===== src/rtl/ssp_pkg.sv =====
// ssp_pkg: shared state type and configuration helpers for the SSP serialiser
package ssp_pkg;
  typedef enum logic [1:0] {IDLE, SYNC, SHIFT} ssp_state_t;
  localparam int DATA_W_MIN = 4;
  localparam int DATA_W_MAX = 16;
  function automatic bit cfg_ok(input int data_w, input int clk_div);
    return data_w >= DATA_W_MIN && data_w <= DATA_W_MAX && clk_div >= 2 && clk_div % 2 == 0;
  endfunction
  function automatic int cnt_w(input int data_w);
    return $clog2(data_w);
  endfunction
endpackage


===== src/rtl/ssp_edge_sync.sv =====
// ssp_edge_sync: two-flop synchroniser with registered rise/fall pulses
module ssp_edge_sync (
  input  logic clk,
  input  logic rst_n,
  input  logic d,
  output logic q,
  output logic rise,
  output logic fall
);
  logic s0;
  always_ff @(posedge clk or negedge rst_n) begin
    if (!rst_n) begin
      s0 <= 1'b0;
      q <= 1'b0;
      rise <= 1'b0;
      fall <= 1'b0;
    end else begin
      s0 <= d;
      q <= s0;
      rise <= s0 & ~q;
      fall <= ~s0 & q;
    end
  end
endmodule


===== src/rtl/ssp_serdes.sv =====
// ssp_serdes: TI-SSI style SSP serialiser/deserialiser with master divider and slave mode
module ssp_serdes import ssp_pkg::*; #(
  parameter int DATA_W = 8,
  parameter int CLK_DIV = 2
) (
  input  logic              PCLK,
  input  logic              CLEAR_B,
  input  logic              MASTER,
  input  logic              SSPCLKIN,
  input  logic              SSPFSSIN,
  input  logic              SSPRXD,
  input  logic [DATA_W-1:0] TxData,
  input  logic              TxValid,
  output logic              TxReady,
  output logic [DATA_W-1:0] RxData,
  output logic              RxValid,
  input  logic              RxReady,
  output logic              SSPCLKOUT,
  output logic              SSPFSSOUT,
  output logic              SSPTXD,
  output logic              SSPOE_B,
  output logic              SSPTXINTR,
  output logic              SSPRXINTR
);
  localparam int HALF = CLK_DIV / 2;
  localparam int DW = $clog2(CLK_DIV);
  localparam int CW = cnt_w(DATA_W);
  if (!cfg_ok(DATA_W, CLK_DIV)) begin : g_cfg_err
    $error("ssp_serdes: DATA_W must be 4..16 and CLK_DIV even and >= 2");
  end
  ssp_state_t state;
  logic [DW-1:0] div, div_nxt;
  logic [CW-1:0] bit_cnt;
  logic [DATA_W-1:0] tx_sh, rx_word;
  logic [DATA_W-2:0] rx_sh;
  logic mode, is_master, done, cont, rise, fall;
  logic sclk_rise, sclk_fall, sfss, sclk_unused;
  logic [1:0] fss_edges_unused;
  ssp_edge_sync u_clk_sync (
    .clk(PCLK), .rst_n(CLEAR_B), .d(SSPCLKIN),
    .q(sclk_unused), .rise(sclk_rise), .fall(sclk_fall)
  );
  ssp_edge_sync u_fss_sync (
    .clk(PCLK), .rst_n(CLEAR_B), .d(SSPFSSIN),
    .q(sfss), .rise(fss_edges_unused[1]), .fall(fss_edges_unused[0])
  );
  always_comb begin
    div_nxt = (div == DW'(CLK_DIV - 1)) ? '0 : div + 1'b1;
    is_master = (state == IDLE) ? MASTER : mode;
    rise = is_master ? (div == DW'(CLK_DIV - 1)) : sclk_rise;
    fall = is_master ? (div == DW'(HALF - 1)) : sclk_fall;
    rx_word = {rx_sh, SSPRXD};
  end
  always_ff @(posedge PCLK or negedge CLEAR_B) begin
    if (!CLEAR_B) begin
      state <= IDLE;
      div <= '0;
      bit_cnt <= '0;
      tx_sh <= '0;
      rx_sh <= '0;
      mode <= 1'b0;
      done <= 1'b0;
      cont <= 1'b0;
      SSPCLKOUT <= 1'b0;
      SSPFSSOUT <= 1'b0;
      SSPTXD <= 1'b0;
      SSPOE_B <= 1'b1;
      TxReady <= 1'b0;
      RxValid <= 1'b0;
      RxData <= '0;
      SSPTXINTR <= 1'b0;
      SSPRXINTR <= 1'b0;
    end else begin
      div <= div_nxt;
      SSPCLKOUT <= is_master && div_nxt < DW'(HALF);
      TxReady <= 1'b0;
      RxValid <= 1'b0;
      SSPTXINTR <= 1'b0;
      SSPRXINTR <= 1'b0;
      if (state == IDLE) mode <= MASTER;
      case (state)
        IDLE: begin
          if (is_master && rise && TxValid) begin
            state <= SYNC;
            SSPFSSOUT <= 1'b1;
            TxReady <= 1'b1;
            tx_sh <= TxData;
          end else if (!is_master && fall && sfss) begin
            state <= SYNC;
            TxReady <= TxValid;
            SSPTXINTR <= !TxValid;
            tx_sh <= TxValid ? TxData : '0;
          end
        end
        SYNC: begin
          if (rise) begin
            state <= SHIFT;
            SSPFSSOUT <= 1'b0;
            SSPOE_B <= 1'b0;
            SSPTXD <= tx_sh[DATA_W-1];
            tx_sh <= {tx_sh[DATA_W-2:0], 1'b0};
            bit_cnt <= CW'(DATA_W - 1);
            done <= 1'b0;
            cont <= 1'b0;
          end
        end
        default: begin
          if (rise && done) begin
            done <= 1'b0;
            cont <= 1'b0;
            SSPFSSOUT <= 1'b0;
            if (cont) begin
              SSPTXD <= tx_sh[DATA_W-1];
              tx_sh <= {tx_sh[DATA_W-2:0], 1'b0};
              bit_cnt <= CW'(DATA_W - 1);
            end else begin
              state <= IDLE;
              SSPOE_B <= 1'b1;
              SSPTXD <= 1'b0;
            end
          end else if (rise) begin
            SSPTXD <= tx_sh[DATA_W-1];
            tx_sh <= {tx_sh[DATA_W-2:0], 1'b0};
            // LSB launch: the next word is popped now so its MSB follows with no gap
            if (is_master && bit_cnt == '0 && TxValid) begin
              tx_sh <= TxData;
              TxReady <= 1'b1;
              SSPFSSOUT <= 1'b1;
              cont <= 1'b1;
            end
          end
          if (fall && !done) begin
            rx_sh <= rx_word[DATA_W-2:0];
            bit_cnt <= bit_cnt - 1'b1;
            if (bit_cnt == '0) begin
              done <= 1'b1;
              RxValid <= RxReady;
              SSPRXINTR <= !RxReady;
              if (RxReady) RxData <= rx_word;
              if (!is_master && sfss) begin
                cont <= 1'b1;
                TxReady <= TxValid;
                SSPTXINTR <= !TxValid;
                tx_sh <= TxValid ? TxData : '0;
              end
            end
          end
        end
      endcase
    end
  end
endmodule


===== config.mk =====
export PLATFORM = sky130hd
export DESIGN_NAME = ssp_serdes
export DESIGN_NICKNAME = d
export VERILOG_FILES = /design/src/rtl/ssp_pkg.sv /design/src/rtl/ssp_edge_sync.sv /design/src/rtl/ssp_serdes.sv
export SDC_FILE = /design/constraint.sdc
export NUM_CORES = 1
export LEC_CHECK = 0
export BUFFER_PORTS_ARGS = -buffer_cell sky130_fd_sc_hd__buf_2
export CAP_MARGIN = 20
export CORE_ASPECT_RATIO = 1.2
export CORE_MARGIN = 1
export CORE_UTILIZATION = 46
export CTS_BUF_LIST = sky130_fd_sc_hd__clkbuf_16
export DETAILED_ROUTE_END_ITERATION = 16
export PLACE_DENSITY = 0.66
export RECOVER_POWER = 25
export SYNTH_ARGS = -nofsm -noshare
export SYNTH_HDL_FRONTEND = slang
export SYNTH_SLANG_ARGS = --single-unit

===== constraint.sdc =====
create_clock -name PCLK -period 2.51 [get_ports PCLK]
set_clock_uncertainty 0.1 [all_clocks]
set_input_delay 0.3765 -clock PCLK [delete_from_list [all_inputs] [get_ports PCLK]]
set_output_delay 0.3765 -clock PCLK [all_outputs]
set_load 0.01 [all_outputs]

==> impl_metrics.env <==
export IMPL_outcome="finished, final reports clean"
export IMPL_cts_sinks=46
export IMPL_worst_path_max_fanout=10
export IMPL_track_usage=0.225
export IMPL_setup_worst_path_start_class="register"
export IMPL_htreeDepth=2
export IMPL_period_share=0.918
export IMPL_cts_buffer_depth=2
export IMPL_fill_cells=463
export IMPL_cts_hold_buffers_added=0
export IMPL_drive_gt1_frac=0.221
export IMPL_slew_violations=0
export IMPL_seq_area_um2=1150
export IMPL_min_period_ps=2300
export IMPL_syn_area_um2=2510
export IMPL_tightest_slew_ps=1140
export IMPL_finalHoldViolations=0
export IMPL_async_flop_share=1.00
export IMPL_rsz0062_at_grt="false"
export IMPL_hpwl_um=4270
export IMPL_p_per_area_nw_per_um2=1170
export IMPL_grt_pass1_vias=2239
export IMPL_port_buffer_count=31
export IMPL_start_util=0.477
export IMPL_hp_class="input port to register"
export IMPL_busiest_layer="met2"
export IMPL_synth_seq_area_share=0.459
export IMPL_die_h_um=82.9
export IMPL_firstDrtPassIters=4
export IMPL_nets=329
export IMPL_critPathCaptureType="register"
export IMPL_r2r_start="state[0]$_DFFE_PN0P_"
export IMPL_clockRootBuffer="clkbuf_16"
export IMPL_grt_max_degree=47
export IMPL_use_met2=0.382
export IMPL_avgSynthCellArea_um2=9.33
export IMPL_startpoint="state[0]$_DFFE_PN0P_"
export IMPL_antenna_found_initial=0
export IMPL_met1_usage=0.281
export IMPL_cp_required_ps=2610
export IMPL_fmax_mhz=434
export IMPL_slew_headroom=0.240
export IMPL_drcViolationCount=0
export IMPL_core_um2=5260
export IMPL_drv_cap=0
export IMPL_path_class="register to register"
export IMPL_cts_setup_buffers=0
export IMPL_critPathMaxStageDelay_ps=630
export IMPL_r2r_cells=6
export IMPL_cts_tree="yes"
export IMPL_pre_cts_slack_ps=181
export IMPL_cts_repair_resized=0
export IMPL_grt_pass1_wl_um=10500
export IMPL_drtIter0Drc=139
export IMPL_synth_edff_count=0
export IMPL_arrival_ps=2410
export IMPL_grt_overflow_total=0
export IMPL_grt_met3_usage=0.0340
export IMPL_fin_tns_setup_ps=0
export IMPL_mappedNetlistNets=287
export IMPL_num_vias=2189
export IMPL_holdPathStages=1
export IMPL_clk_pin_slew_ps=70
export IMPL_final_util=0.572
export IMPL_synthToLayoutAreaGrowth_pct=20.0
export IMPL_die_w_um=69.4
export IMPL_ant_nets=0
export IMPL_final_common_cell="nand2_1"
export IMPL_gp_congestion=0.927
export IMPL_final_cell_mix="54 x nand2_1, 45 x dfrtp_1, 31 x buf_2"
export IMPL_hold_ws_ps=94.0
export IMPL_synth_ff_type="dfrtp_1"
export IMPL_viasPerCell=5.85
export IMPL_cts_buffers=5
export IMPL_setup_viol=0
export IMPL_ys_ff_latch=46
export IMPL_ios=32
export IMPL_yosysWarnings=0
export IMPL_wl_per_cell_um=16.2
export IMPL_synthCells=269
export IMPL_leakage_nw=1.48
export IMPL_insertedDiodeCount=0
export IMPL_crit_path_top_delay_cell="a21oi_1"
export IMPL_min_from="SSPCLKIN"
export IMPL_synth_cell_types=48
export IMPL_drt_wl_total_um=6060
export IMPL_multi_input_area_um2=1250
export IMPL_postLayoutSetupSlackWorst_ps=205
export IMPL_row_count=29
export IMPL_clock_latency_ps=290
export IMPL_peakVddDrop_mv=0.652
export IMPL_die_area_um2=5750
export IMPL_crit_chain="buf_4, o21ai_1, nand3_1, a21oi_1, a221oi_1, o221ai_2"
[kinds of logic after synthesis]
kind of cell / Yosys count / synth area share
adders and majority gates: 2 / 0.00997
DFF: 46 / 0.459
AOI/OAI and AO/OA: 76 / 0.218
buffers and inverters: 27 / 0.0429
and+or+nand+nor: 100 / 0.191
muxes: 18 / 0.0793
[area by class of cell]
type / count / area share
Multi-Input combinational cell: 196 / 0.415
Sequential cell: 46 / 0.383
Tap cell: 62 / 0.0258
Timing Repair Buffer: 49 / 0.104
Clock inverter: 3 / 0.0146
Clock buffer: 5 / 0.0416
Inverter: 13 / 0.0162
[per-stage QoR]
step	power [mW]	cell area (µm²)	std cells
after floorplan	2.22	2510	269
after global placement	2.73	2840	366
after detailed placement	2.76	2840	366
after CTS	3.53	3010	374
after global routing	3.76	3010	374
final	3.53	3010	374
[worst paths after layout]
| path | endpoint | slack (ps) |
|---|---|---|
| max | tx_sh[1]$_DFFE_PN0P_ | 210 |
| min | u_clk_sync.s0$_DFF_PN0_ | 90 |
| max reg2reg | tx_sh[1]$_DFFE_PN0P_ | 210 |
| min reg2reg | u_fss_sync.q$_DFF_PN0_ | 250 |
| max in group asynchronous | SSPTXINTR$_DFF_PN0_ | 1320 |
| min in group asynchronous | tx_sh[0]$_DFFE_PN0P_ | 280 |
[Yosys cell counts, types with 2 or more instances]
cell type | instances | area, µm²
buf_1 | 2 | 7.51
and2_1 | 4 | 25.0
inv_2 | 4 | 15.0
nand2b_1 | 2 | 12.5
nor2_1 | 8 | 30.0
and3_1 | 2 | 12.5
mux2i_1 | 3 | 30.0
a21o_1 | 4 | 30.0
ha_1 | 2 | 25.0
a31oi_1 | 7 | 43.8
nand3_1 | 10 | 50.1
nand2_1 | 54 | 203
o21bai_1 | 2 | 15.0
buf_2 | 5 | 25.0
a311oi_1 | 2 | 17.5
o2bb2ai_1 | 3 | 26.3
clkbuf_1 | 7 | 26.3
nor2b_1 | 8 | 50.1
o21ai_0 | 6 | 30.0
o221ai_2 | 3 | 45.0
a221oi_1 | 9 | 78.8
nand3b_1 | 3 | 22.5
o31ai_1 | 2 | 15.0
inv_1 | 8 | 30.0
o22ai_1 | 4 | 25.0
o21ai_1 | 8 | 40.0
a21boi_0 | 2 | 15.0
a21oi_1 | 14 | 70.1
and4_1 | 2 | 17.5
mux2_1 | 15 | 169
or3_1 | 2 | 12.5
dfrtp_1 | 45 | 1130
a32oi_1 | 2 | 17.5
[sequential cells by signal (all words and copies together) (netlist names), 2 cells and up]
register  cells
tx_sh         8
RxData        8
rx_sh         7
state         2
bit_cnt       3
[per-layer routing]
metal	wire length (µm)	share of wire
met3	278	0.046
met5	0	0
met2	3090	0.51
met1	2580	0.43
met4	113	0.019
[report_power, final]
part	internal [mW]	leakage (nW)	switching (mW)
combinational	0.665	0.816	0.916
clock	0.472	0.0842	0.289
sequential	0.990	0.576	0.195
[worst max-delay path, delay by kind of cell, from the launching register on]
family | cells | cell delay, ps
and+or+nand+nor | 1 | 230
AOI/OAI and AO/OA | 4 | 1310
buffers and inverters | 1 | 180
DFF | 1 | 390
(Power assumes the default switching activity.)
